===== config.mk =====
export PLATFORM = sky130hd
export DESIGN_NAME = hf_line_writer
export DESIGN_NICKNAME = d
export VERILOG_FILES = /design/src/rtl/hf_pkg.sv /design/src/rtl/hlw_pair_fifo.sv /design/src/rtl/hf_line_writer.sv
export SDC_FILE = /design/constraint.sdc
export NUM_CORES = 1
export LEC_CHECK = 0
export ABC_AREA = 0
export CORE_MARGIN = 2
export CORE_UTILIZATION = 55
export CTS_CLUSTER_DIAMETER = 120
export DETAILED_ROUTE_END_ITERATION = 10
export DONT_BUFFER_PORTS = 1
export PLACE_DENSITY_LB_ADDON = 0.1
export SLEW_MARGIN = 20
export SYNTH_ARGS = -nofsm -noshare
export SYNTH_HDL_FRONTEND = slang
export SYNTH_SLANG_ARGS = --single-unit

===== constraint.sdc =====
create_clock -name clk -period 7 [get_ports clk]
set_input_delay 0.7 -clock clk [delete_from_list [all_inputs] [get_ports clk]]
set_output_delay 0.7 -clock clk [all_outputs]
set_load 0.02 [all_outputs]

===== src/rtl/hf_pkg.sv =====
// Shared constants and state type for the Huffman line writer.
package hf_pkg;
  localparam int NUM_LINES = 576;
  localparam int MAX_PAIRS = 288;
  localparam int MAX_ABS   = 8206;
  localparam int LINE_W    = 10;
  localparam int PAIR_W    = 9;

  typedef enum logic [2:0] {
    IDLE,
    WRITE_X,
    WRITE_Y,
    ZERO,
    DONE
  } hlw_state_t;
endpackage


===== src/rtl/hlw_pair_fifo.sv =====
// Synchronous FIFO of decoded {x,y} pairs; storage is not reset, only pointers and count.
module hlw_pair_fifo #(
  parameter int DEPTH = 4
) (
  input  logic                     clk,
  input  logic                     rst_n,
  input  logic                     push,
  input  logic [31:0]              din,
  input  logic                     pop,
  output logic [31:0]              dout,
  output logic                     full,
  output logic                     empty,
  output logic [$clog2(DEPTH):0]   count
);
  localparam int PW = $clog2(DEPTH);
  localparam logic [PW:0] DEPTH_C = (PW+1)'(DEPTH);

  logic [31:0]   mem_q [DEPTH];
  logic [PW-1:0] wptr_q, rptr_q;
  logic [PW:0]   cnt_q;

  always_ff @(posedge clk) begin
    if (push) mem_q[wptr_q] <= din;
  end

  always_ff @(posedge clk or negedge rst_n) begin
    if (!rst_n) begin
      wptr_q <= '0;
      rptr_q <= '0;
      cnt_q  <= '0;
    end else begin
      if (push) wptr_q <= wptr_q + 1'b1;
      if (pop)  rptr_q <= rptr_q + 1'b1;
      case ({push, pop})
        2'b10:   cnt_q <= cnt_q + 1'b1;
        2'b01:   cnt_q <= cnt_q - 1'b1;
        default: cnt_q <= cnt_q;
      endcase
    end
  end

  assign dout  = mem_q[rptr_q];
  assign full  = (cnt_q == DEPTH_C);
  assign empty = (cnt_q == '0);
  assign count = cnt_q;
endmodule


===== src/rtl/hf_line_writer.sv =====
// Streams decoded Huffman pairs into 576 frequency lines, zero-filling the tail.
// Optional macro HF_LINE_WRITER_CLAMP_EN saturates written values to +/-MAX_ABS.
module hf_line_writer
  import hf_pkg::*;
#(
  parameter int FIFO_DEPTH = 4,
  parameter int ADDR_W     = 10
) (
  input  logic                     clk,
  input  logic                     rst_n,
  input  logic                     start,
  input  logic [9:0]               big_values,
  input  logic                     pair_valid,
  input  logic signed [15:0]       x_val,
  input  logic signed [15:0]       y_val,
  output logic                     pair_ready,
  output logic                     wr_en,
  output logic [ADDR_W-1:0]        wr_addr,
  output logic signed [15:0]       wr_data,
  output logic                     busy,
  output logic                     done,
  output logic                     overflow
);
  hlw_state_t state_q, state_d;
  logic [LINE_W-1:0] line_q, line_d;
  logic [PAIR_W-1:0] target_q, target_d, acc_q, acc_d;
  logic ovf_q, ovf_d, wr_en_q, wr_en_d, done_q, done_d;
  logic [ADDR_W-1:0] wr_addr_q, wr_addr_d;
  logic signed [15:0] wr_data_q, wr_data_d;

  logic push, pop, fifo_full, fifo_empty;
  logic [31:0] fifo_dout;
  logic [$clog2(FIFO_DEPTH):0] fifo_count_unused;
  logic signed [15:0] head_x, head_y, x_line, y_line;
  logic clip_x, clip_y;

  assign busy       = (state_q != IDLE);
  assign pair_ready = busy && !fifo_full && (acc_q < target_q);
  assign push       = pair_valid && pair_ready;
  assign pop        = (state_q == WRITE_Y);
  assign head_x     = fifo_dout[31:16];
  assign head_y     = fifo_dout[15:0];

  hlw_pair_fifo #(.DEPTH(FIFO_DEPTH)) u_fifo (
    .clk   (clk),
    .rst_n (rst_n),
    .push  (push),
    .din   ({x_val, y_val}),
    .pop   (pop),
    .dout  (fifo_dout),
    .full  (fifo_full),
    .empty (fifo_empty),
    .count (fifo_count_unused)
  );

`ifdef HF_LINE_WRITER_CLAMP_EN
  localparam logic signed [15:0] LIM = 16'(MAX_ABS);

  function automatic logic signed [15:0] sat_line(input logic signed [15:0] v);
    if (v > LIM)  return LIM;
    if (v < -LIM) return -LIM;
    return v;
  endfunction

  assign x_line = sat_line(head_x);
  assign y_line = sat_line(head_y);
  assign clip_x = (x_line != head_x);
  assign clip_y = (y_line != head_y);
`else
  assign x_line = head_x;
  assign y_line = head_y;
  assign clip_x = 1'b0;
  assign clip_y = 1'b0;
`endif

  always_comb begin
    state_d   = state_q;
    line_d    = line_q;
    target_d  = target_q;
    acc_d     = acc_q;
    ovf_d     = ovf_q;
    wr_en_d   = 1'b0;
    wr_addr_d = wr_addr_q;
    wr_data_d = wr_data_q;
    done_d    = 1'b0;

    if (push) acc_d = acc_q + 1'b1;
    if (pair_valid && busy && !pair_ready) ovf_d = 1'b1;

    case (state_q)
      IDLE: begin
        if (start) begin
          target_d = (big_values > 10'(MAX_PAIRS)) ? PAIR_W'(MAX_PAIRS) : big_values[PAIR_W-1:0];
          line_d   = '0;
          acc_d    = '0;
          ovf_d    = 1'b0;
          state_d  = (big_values == '0) ? ZERO : WRITE_X;
        end
      end
      WRITE_X: begin
        if (!fifo_empty) begin
          wr_en_d   = 1'b1;
          wr_addr_d = ADDR_W'(line_q);
          wr_data_d = x_line;
          if (clip_x) ovf_d = 1'b1;
          state_d   = WRITE_Y;
        end
      end
      WRITE_Y: begin
        wr_en_d   = 1'b1;
        wr_addr_d = ADDR_W'(line_q + 10'd1);
        wr_data_d = y_line;
        if (clip_y) ovf_d = 1'b1;
        line_d    = line_q + 10'd2;
        state_d   = (line_q + 10'd2 == {target_q, 1'b0}) ? ZERO : WRITE_X;
      end
      ZERO: begin
        // A full 288-pair granule arrives here with line already at 576: no write, straight to DONE.
        if (line_q < LINE_W'(NUM_LINES)) begin
          wr_en_d   = 1'b1;
          wr_addr_d = ADDR_W'(line_q);
          wr_data_d = '0;
          line_d    = line_q + 10'd1;
        end
        if (line_q >= LINE_W'(NUM_LINES - 1)) state_d = DONE;
      end
      DONE: begin
        done_d  = 1'b1;
        state_d = IDLE;
      end
      default: state_d = IDLE;
    endcase
  end

  always_ff @(posedge clk or negedge rst_n) begin
    if (!rst_n) begin
      state_q   <= IDLE;
      line_q    <= '0;
      target_q  <= '0;
      acc_q     <= '0;
      ovf_q     <= 1'b0;
      wr_en_q   <= 1'b0;
      wr_addr_q <= '0;
      wr_data_q <= '0;
      done_q    <= 1'b0;
    end else begin
      state_q   <= state_d;
      line_q    <= line_d;
      target_q  <= target_d;
      acc_q     <= acc_d;
      ovf_q     <= ovf_d;
      wr_en_q   <= wr_en_d;
      wr_addr_q <= wr_addr_d;
      wr_data_q <= wr_data_d;
      done_q    <= done_d;
    end
  end

  assign wr_en    = wr_en_q;
  assign wr_addr  = wr_addr_q;
  assign wr_data  = wr_data_q;
  assign done     = done_q;
  assign overflow = ovf_q;
endmodule


==> flow_metrics.tcl, run 1 <==
set metrics [dict create \
    cp_top_family "compound AO/OA/AOI/OAI gates" \
    r2r_cells 10 \
    hold_viol 0 \
    dieArea_mm2 0.0162 \
    start_util 0.556 \
    gp_congestion 0.843 \
    yosysSeqAreaShare 0.661 \
    portBuffers 0 \
    critPathLaunch "target_q[2]$_DFFE_PN0P_" \
    slew_violations 0 \
    synth_edf_count 128 \
    clock_skew_ns 0.00900 \
    core.rowCount 45 \
    yosys.area.top_type "edfxtp_1" \
    drt-initial-drc-count 427 \
    setup_viol 0 \
    clk_pin_slew_worst_paths_ns 0.07 \
    ys.flop_type "edfxtp_1" \
    pre_cts_slack_ns 4.05 \
    fmax_mhz 334 \
    fillerInstances 1121 \
    p_leak_uw 0.00331 \
    place_area_mm2 0.00847 \
    vias_per_cell 6.05 \
    numCtsBuffers 17 \
    startpoint_type "register" \
    clkSinkCount 195 \
    hpwlAfterDp_um 10200 \
    worstPathArrival_ns 2.30 \
    ir_worst_vdd_v 0.000216 \
    die_y_um 127 \
    core_mm2 0.0150 \
    fin_ws_ns 4.00 \
    rr_endpoint "u_fifo.count[2]$_DFFE_PN0P_" \
    drt-total-wl_um 16000 \
    worst_pin_slew_ns 0.880 \
    drive_above_1_share 0.139 \
    cpMaxStageDelayCell "dfrtp_1" \
    path_depth 7 \
    drc 0 \
    synth_fp_nets 646 \
    grt_max_degree 68 \
    final_cell_area_mm2 0.00906 \
    hold_path_class "in -> async" \
    synth.top_cell.area_share 0.460 \
    io_pins 77 \
    syn_area_per_cell_um2 14.3 \
    ff2ff_setup_slack_ns 4.09 \
    postSynthCellCount 583 \
    crit_path_end_kind "primary output" \
    r2r_start "state_q[0]$_DFFE_PN0P_" \
    relSlewSlack 0.413 \
    antenna_cells 0 \
    period_share 0.428 \
    required_ns 6.30 \
    period_needed_ns 3.00 \
    root_buffer "clkbuf_16" \
    track_usage 0.216 \
    cp-endpoint "pair_ready" \
    slowest_delay_ns 0.40 \
    antenna_found_initial 0 \
    routed-via-count 4673 \
    outcome "completed" \
    drt_first_pass_iters 5 \
    rsz0062_at_grt "false" \
    syn_to_final_growth_pct 8.54 \
    nNetsFinal 634 \
    cts_max_level 4 \
    cts_buffer_depth 2 \
    cp_cell_sequence "inv_1 -> ha_1 -> a21oi_1 -> o21ai_0 -> a21oi_4 -> nand2_1 -> nor2_1" \
    syn_area_mm2 0.00835 \
    ant_nets 0 \
    grt_first_pass_wirelength_um 26100 \
    synth_warnings 0 \
    ys_top_cells_by_area "edfxtp_1 46%, dfrtp_1 20%, mux4_2 8.6%" \
    gr-total-overflow 0 \
    drv_cap 0 \
    die_x_um 127 \
    grt_pass1_vias 4941 \
    worstPathMaxFanout 8 \
    crit_type "reg -> out" \
    async_flop_share 0.344 \
    wl_per_cell_um 20.8 \
    fin_setup_tns_ns 0 \
    ys_types 51 \
    crit_buf_inv 1 \
    cts_setup_buffers 0 \
    power.density_mw_per_mm2 442 \
    clk-insertion-delay-late_ns 0.44 \
    cts_tree "done" \
    synth_seq_cells 195 \
]
per-stage QoR:
| step | std cells | utilization | power, uW | hold WS [ns] |
|---|---|---|---|---|
| after floorplan | 583 | - | 2800 | 0.404 |
| after global placement | 739 | 0.564 | 3080 | 0.406 |
| after detailed placement | 739 | 0.564 | 3120 | 0.406 |
| after CTS | 772 | 0.603 | 4060 | 0.144 |
| after global routing | 772 | 0.603 | 4270 | 0.156 |
| final | 772 | 0.603 | 4010 | 0.148 |
layer usage:
metal | vias to the layer above | wire length [um] | global-route usage
met4 | 0 | 207 | 0.0718
met1 | 2342 | 6710 | 0.270
met3 | 21 | 989 | 0.0720
li1 | 2173 | - | -
met2 | 137 | 8110 | 0.360
met5 | - | 0 | 0
power breakdown:
group	switching [uW]	internal (uW)	leakage, uW	total [uW]
logic	710	511	0.00104	1220
registers	313	1550	0.00200	1860
clock network	428	499	0.000270	927
total	1450	2560	0.00331	4010
state kept, by name, summed over array words and instances (netlist names):
name           cells
u_fifo.mem_q     128
target_q           9
wr_en              1
done               1
acc_q              9
u_fifo.count       3
wr_data           16
state_q            3
overflow           1
wr_addr           10
u_fifo.wptr_q      2
line_q            10
u_fifo.rptr_q      2
worst min-delay path by stage:
stage / startpoint / slack [ns] / to
2_1_floorplan: rst_n / 0.40 / acc_q[0]$_DFF_PN0_
3_3_place_gp: rst_n / 0.41 / wr_addr[1]$_DFFE_PN0P_
3_5_place_dp: rst_n / 0.41 / wr_addr[0]$_DFFE_PN0P_
4_1_cts: rst_n / 0.14 / wr_data[9]$_DFFE_PN0P_
5_1_grt: rst_n / 0.16 / wr_data[14]$_DFFE_PN0P_
6_report: rst_n / 0.15 / wr_data[9]$_DFFE_PN0P_
logic make-up (layout without fill, tap and decap cells):
family / after synthesis / in the layout / synth area share
flops: 195 / 195 / 0.661
simple gates: 140 / 140 / 0.0800
compound gates: 112 / 112 / 0.0834
buf+inv: 54 / 55 / 0.0274
mux: 36 / 36 / 0.0914
xor+xnor: 29 / 29 / 0.0304
fa+ha+maj: 17 / 17 / 0.0264
cells in the final DEF (no fill, tap or decap), drive strengths merged, types with 5 or more instances in the layout:
cell type  synthesis  final
nand2             31     31
edfxtp           128    128
a22oi             17     17
xnor2             12     12
nand3             19     19
a31oi              5      5
clkbuf            24     20
nand4              5      5
o21ai             30     30
o31ai              7      7
and3               8      8
dfrtp             67     67
mux4              32     32
ha                16     16
a21oi             37     37
inv               17     21
nor2              51     51
xor2              17     17
clkinv             0      5
buf               13      6
area by class of cell:
class                           count  area, um^2  share of cell area
Sequential cell                   195        5520               0.609
Multi-Input combinational cell    334        2620               0.289
Clock buffer                       20         437              0.0482
Tap cell                          188         235              0.0259
Clock inverter                     12         126              0.0139
Timing Repair Buffer                6        65.1             0.00718
Inverter                           17        63.8             0.00704
timing repair:
action	CTS	global route
hold buffers	1	0
resized for setup	0	0
endpoints found under the hold margin	67	0
endpoints found under the setup margin	0	0
Yosys cell counts (5+ instances only):
cell,count
a31oi_1,5
a22oi_1,17
clkbuf_1,24
mux4_2,32
nand2_1,30
a21oi_1,36
o21ai_0,28
nor2_1,51
o31ai_1,7
inv_1,17
nand4_1,5
buf_2,9
nand3_1,19
ha_1,16
edfxtp_1,128
xnor2_1,12
dfrtp_1,67
xor2_1,17
Note: power is estimated with default switching activity, not from simulation.
==> inputs of run 2 (changes only) <==
ABC_AREA = 1   (was 0)
clock period = 2.5 ns   (was 7 ns; I/O delays follow)
==> run 2 against run 1 <==
Global-route usage grew 2.3 points. First-iteration DRC count grew 14%. Sequential power grew to 2.8 times the previous value. Wire length grew 21%. Flip-flop and latch count is the same. Final area grew 12%. Power grew to 3.2 times the previous value. Critical path depth grew 6. Combinational power grew to 4.1 times the previous value. Critical path type is now reg -> reg.
==> flow_metrics.tcl, run 2 <==
set metrics [dict create \
    outcome "completed" \
    final_cell_mix "160 x nor2_1, 128 x edfxtp_1, 126 x nand2_1, 65 x dfrtp_1, 61 x o21ai_0" \
    postSynthCellCount 827 \
    ff2ff_setup_slack_ns 0.18 \
    drt_first_pass_iters 6 \
    io_pins 77 \
    synth_fp_nets 890 \
    antenna_found_initial 1 \
    grt_max_degree 68 \
    yosysSeqAreaShare 0.624 \
    syn_to_final_growth_pct 14.5 \
    synth_seq_cells 195 \
    grt_first_pass_wirelength_um 30500 \
    relSlewSlack 0.512 \
    syn_area_per_cell_um2 10.7 \
    drv_cap 0 \
    ir_worst_vdd_v 0.000686 \
    switchingPower_uw 5350 \
    gp_congestion 0.892 \
    yosys.area.top_type "edfxtp_1" \
    drive_above_1_share 0.123 \
    ff_latch_area_mm2 0.00552 \
    period_share 0.930 \
    synth_edf_count 128 \
    ys.flop_type "edfxtp_1" \
    core_mm2 0.0158 \
    final_common_cell "nor2_1" \
    vias_per_cell 5.53 \
    clk-insertion-delay-late_ns 0.43 \
    crit_path_end_kind "register" \
    required_ns 2.81 \
    start_util 0.559 \
    combPwrFrac 0.391 \
    power.density_mw_per_mm2 1280 \
    hold_viol 0 \
    cp_cell_sequence "ha_1 -> nand2_1 -> nor2_2 -> nand3_1 -> nand4_2 -> inv_1 -> nand2_2 -> ha_1 -> inv_1 -> fa_2 -> a21oi_2 -> o21ai_1 -> xor2_1" \
    root_buffer "clkbuf_16" \
    dieArea_mm2 0.0171 \
    power_frac_seq 0.406 \
    r2r_cells 13 \
    drt-initial-drc-count 488 \
    final_cells 1096 \
    routed-via-count 6065 \
    largest_register_ffs 128 \
    internal-power_uw 7610 \
    ant_nets 0 \
    clkSinkCount 195 \
    hold_path_class "in -> reg" \
    placed_cells 1025 \
    startpoint_type "register" \
    setup_viol 0 \
    ys_top_cells_by_area "edfxtp_1 43%, dfrtp_1 19%, nor2_1 7.0%" \
    drc 0 \
    multi_input_area_mm2 0.00294 \
    clock_skew_ns 0.00917 \
    nNetsFinal 930 \
    synth_commonest_cells "166 x nor2_1, 128 x edfxtp_1, 126 x nand2_1" \
    slowest_delay_ns 0.42 \
    regMostFlops "u_fifo.mem_q" \
    wl_per_cell_um 17.7 \
    final_cell_area_mm2 0.0101 \
    die_x_um 131 \
    synth_warnings 0 \
    ys_types 42 \
    synth.top_cell.area_share 0.434 \
    grt_pass1_vias 5844 \
    cts_max_level 4 \
    syn_area_mm2 0.00885 \
    crit_type "reg -> reg" \
    fillerInstances 1264 \
    clk_pin_slew_worst_paths_ns 0.07 \
    cts_buffer_depth 2 \
    period_needed_ns 2.32 \
    async_flop_share 0.344 \
    track_usage 0.239 \
    cpMaxStageDelayCell "dfrtp_1" \
    drt-total-wl_um 19400 \
    fmax_mhz 430 \
    core.rowCount 46 \
    gr-total-overflow 0 \
    hold_depth 2 \
    worstPathArrival_ns 2.63 \
    netSwitchingFraction 0.413 \
    portBuffers 0 \
    clkPwrFrac 0.204 \
    place_area_mm2 0.00914 \
    worstPathMaxFanout 5 \
    p_leak_uw 0.00386 \
    slew_violations 0 \
    hpwlAfterDp_um 12800 \
    cts_tree "done" \
    yosys.cell_count.top_type "nor2_1" \
    numCtsBuffers 17 \
    worst_pin_slew_ns 0.732 \
    die_y_um 131 \
]
run 2: changes by cell type after synthesis, moves of 10 or more:
cell and change:
o21ai_0 +35, a31oi_2 +21, xnor2_1 -10, mux4_2 -32
inv_1 +32, nor2_1 +115, o32ai_1 +32, nand2_1 +96
a22oi_1 -13, a21oi_1 -23, nand3_1 +25
run 2: what timing repair did:
item                                   4_1_cts  5_1_grt
gates resized for setup                      0        6
buffers inserted                             0        1
endpoints found under the hold margin      199        0
hold buffers                                38        0
setup endpoints to repair                    0        1
run 2: metal layers:
metal	part of all wire	routed length [um]	track usage	vias up
met5	0	0	0	-
met4	0.012	235	0.0670	0
met3	0.069	1330	0.0590	20
met2	0.45	8760	0.362	165
met1	0.47	9050	0.348	2917
li1	-	-	-	2963
run 2: area by class of cell:
cell class / count / area share
diodes: 1 / 0.000247
clock buffers: 17 / 0.0420
clock inverters: 14 / 0.0140
inverters: 55 / 0.0206
multi-input cells: 539 / 0.290
flip-flops and latches: 195 / 0.545
well taps: 216 / 0.0267
repair buffers: 59 / 0.0610
run 2: worst paths after layout:
path / start / to
max: acc_q[6]$_DFF_PN0_ / u_fifo.count[2]$_DFFE_PN0P_
max in group asynchronous: rst_n / u_fifo.rptr_q[0]$_DFFE_PN0P_
min: big_values[3] / target_q[3]$_DFFE_PN0P_
min reg2reg: u_fifo.count[0]$_DFFE_PN0P_ / u_fifo.count[0]$_DFFE_PN0P_
min in group asynchronous: rst_n / wr_addr[8]$_DFFE_PN0P_
max reg2reg: acc_q[6]$_DFF_PN0_ / u_fifo.count[2]$_DFFE_PN0P_
run 2: kinds of logic after synthesis:
logic type,synth area share
AND/OR/NAND/NOR,0.169
AO/OA/AOI/OAI,0.122
flip-flops,0.624
XOR/XNOR,0.0129
buffers and inverters,0.0464
adder cells (fa/ha/maj),0.0249
run 2: power by group through the flow:
stage	Sequential (uW)	Combinational, uW	Clock [uW]
after floorplan	5050	3920	0
after global placement	5290	4820	0
after detailed placement	5330	4950	0
after CTS	5270	5070	2690
after global routing	5380	5680	2850
final	5260	5060	2640
run 2: per-stage QoR:
step / hold slack, ns / power, uW / setup WS, ns / utilization / TNS, ns
5_1_grt: 0.0124 / 13900 / -0.0311 / 0.640 / -0.0311
4_1_cts: 0.000105 / 13000 / 0.0439 / 0.638 / 0
2_1_floorplan: -0.0456 / 8970 / -0.243 / - / -31.14
6_report: 0.0110 / 13000 / 0.176 / 0.640 / 0
3_5_place_dp: -0.0438 / 10300 / 0.0712 / 0.578 / 0
3_3_place_gp: -0.0437 / 10100 / 0.206 / 0.578 / 0
run 2: critical path: cells and delay by family, from the launching register on:
kind	cells	cell delay, ns
adder cells (fa/ha/maj)	3	0.81
AND/OR/NAND/NOR	5	0.45
flip-flops	1	0.42
AO/OA/AOI/OAI	2	0.22
buffers and inverters	2	0.15
XOR/XNOR	1	0.14
==> inputs of run 3 (changes only) <==
BUFFER_PORTS_ARGS = -buffer_cell sky130_fd_sc_hd__buf_2   (was not set)
CORE_UTILIZATION = 54   (was 55)
DONT_BUFFER_PORTS = not set   (was 1)
PLACE_DENSITY = 0.76   (was not set)
PLACE_DENSITY_LB_ADDON = not set   (was 0.1)
==> run 3 against run 2 <==
Wire length shrank 1.0%. Critical path depth stayed put. Sequential share of layout area shrank 0.49 points. Power rose by 2.4%. Via count rose by 4.7%. Global-route usage fell by 1.4 points. Core utilization is 0.11 points higher. Die area is 1.8% higher. Non-clock buffer count rose by 45. Critical path type unchanged. Largest cell class unchanged. Highest routed layer unchanged.
==> flow_metrics.tcl, run 3 (synthesis gave the netlist of run 2 again) <==
set metrics [dict create \
    min_from "y_val[4]" \
    antenna_found_initial 0 \
    antenna_cells 0 \
    grt_first_pass_wirelength_um 30700 \
    hold_viol 0 \
    track_usage 0.225 \
    period_needed_ns 2.36 \
    dieArea_mm2 0.0174 \
    clkSinkCount 195 \
    required_ns 2.81 \
    combPwrFrac 0.426 \
    p_leak_uw 0.00403 \
    r2r_cells 13 \
    vias_per_cell 5.57 \
    crit_path_end_kind "register" \
    grt_max_degree 40 \
    regMostFlops "u_fifo.mem_q" \
    ir_worst_vdd_v 0.000678 \
    internal-power_uw 7870 \
    fillerInstances 1244 \
    drv_cap 0 \
    numCtsBuffers 17 \
    gr-total-overflow 0 \
    cts_buffer_depth 2 \
    drc 0 \
    root_buffer "clkbuf_16" \
    ff2ff_setup_slack_ns 0.14 \
    slowest_delay_ns 0.44 \
    worst_pin_slew_ns 0.513 \
    slew_violations 0 \
    outcome "completed" \
    power.density_mw_per_mm2 1300 \
    cts_tree "done" \
    routed-via-count 6350 \
    placed_cells 1103 \
    worstPathArrival_ns 2.67 \
    ant_nets 0 \
    cts_max_level 4 \
    relSlewSlack 0.658 \
    clock_skew_ns 0.0119 \
    crit_type "reg -> reg" \
    start_util 0.555 \
    switchingPower_uw 5400 \
    largest_register_ffs 128 \
    syn_to_final_growth_pct 15.5 \
    hpwlAfterDp_um 12400 \
    cp_cell_sequence "ha_1 -> a21oi_1 -> o21ai_0 -> nand2_1 -> nand4_2 -> inv_1 -> nand2_2 -> ha_1 -> inv_1 -> fa_2 -> a21oi_1 -> o21ai_0 -> xor2_1" \
    io_pins 77 \
    r2r_start "acc_q[2]$_DFF_PN0_" \
    rr_endpoint "u_fifo.count[2]$_DFFE_PN0P_" \
    die_y_um 132 \
    setup_viol 0 \
    gp_congestion 0.912 \
    fmax_mhz 424 \
    startpoint_type "register" \
    drt-total-wl_um 19200 \
    wl_per_cell_um 16.8 \
    final_common_cell "nor2_1" \
    core.rowCount 46 \
    final_cells 1141 \
    core_mm2 0.0159 \
    portBuffers 76 \
    netSwitchingFraction 0.407 \
    cpMaxStageDelayCell "dfrtp_1" \
    fin_setup_tns_ns 0 \
    cp-endpoint "u_fifo.count[2]$_DFFE_PN0P_" \
    nNetsFinal 975 \
    power_frac_seq 0.368 \
    grt_pass1_vias 5971 \
    clkPwrFrac 0.205 \
    critPathLaunch "acc_q[2]$_DFF_PN0_" \
    die_x_um 132 \
    drive_above_1_share 0.205 \
    final_cell_mix "160 x nor2_1, 128 x edfxtp_1, 125 x nand2_1, 76 x buf_2, 65 x dfrtp_1" \
    period_share 0.944 \
    clk_pin_slew_worst_paths_ns 0.07 \
    fin_util 0.641 \
    drt-initial-drc-count 619 \
    drt_first_pass_iters 5 \
    worstPathMaxFanout 5 \
    hold_path_class "in -> reg" \
    clk-insertion-delay-late_ns 0.44 \
]
==> run 3: cell count changes in the layout (fill, tap and decap cells not counted), moves of 4 or more <==
cell / before / now
buf_2: 0 / 76
buf_4: 16 / 23
dlygate4sd3_1: 37 / 1
inv_6: 8 / 4
nor2_2: 9 / 5
nor2_4: 2 / 6
==> run 3: cell type report <==
type,count,area (um^2),area share
clock inverters,12,145,0.0142
repair buffers,104,643,0.0629
well taps,216,270,0.0264
multi-input cells,539,2980,0.292
clock buffers,20,447,0.0437
inverters,55,209,0.0204
flip-flops and latches,195,5520,0.540
==> run 3: how the worst min path moves through the flow <==
stage,slack [ns],depth (start not counted),to
2_1_floorplan,-0.05,0,acc_q[0]$_DFF_PN0_
3_3_place_gp,0.23,1,line_q[5]$_DFFE_PN0P_
3_5_place_dp,0.23,1,line_q[5]$_DFFE_PN0P_
4_1_cts,0.01,1,u_fifo.mem_q[1][4]$_DFFE_PP_
5_1_grt,0.02,1,u_fifo.mem_q[2][10]$_DFFE_PP_
6_report,0.02,1,u_fifo.mem_q[1][4]$_DFFE_PP_
==> run 3: power by group through the flow <==
| stage | Sequential, uW | Clock, uW | Combinational [uW] |
|---|---|---|---|
| 2_1_floorplan | 5050 | 0 | 3920 |
| 3_3_place_gp | 4930 | 0 | 5410 |
| 3_5_place_dp | 4940 | 0 | 5540 |
| 4_1_cts | 4880 | 2750 | 5600 |
| 5_1_grt | 4980 | 2880 | 6270 |
| 6_report | 4890 | 2730 | 5650 |
==> run 3: what timing repair did <==
action,4_1_cts,5_1_grt
gates resized for setup,0,6
setup endpoints to repair,0,1
setup buffers,0,5
endpoints found under the hold margin,18,0
hold buffers,1,0
==> run 3: stage by stage <==
| step | power (uW) | area (um^2) | hold WS, ns | setup WS, ns |
|---|---|---|---|---|
| 2_1_floorplan | 8970 | 8860 | -0.0456 | -0.243 |
| 3_3_place_gp | 10300 | 9540 | 0.229 | 0.213 |
| 3_5_place_dp | 10500 | 9540 | 0.227 | 0.157 |
| 4_1_cts | 13200 | 10100 | 0.0138 | 0.128 |
| 5_1_grt | 14100 | 10200 | 0.0171 | -0.0132 |
| 6_report | 13300 | 10200 | 0.0240 | 0.139 |
==> run 3: critical path: cells and delay by family, from the launching register on <==
family / cells / cell delay (ns)
simple gates: 3 / 0.24
flops: 1 / 0.44
xor+xnor: 1 / 0.15
buf+inv: 2 / 0.13
compound gates: 4 / 0.49
fa+ha+maj: 3 / 0.79
==> run 3: metal layers <==
layer / vias to the layer above / track usage / part of all wire
met5: - / 0 / 0
met4: 0 / 0.0694 / 0.012
met3: 23 / 0.0446 / 0.072
met2: 267 / 0.350 / 0.47
met1: 3014 / 0.323 / 0.45
li1: 3046 / - / -
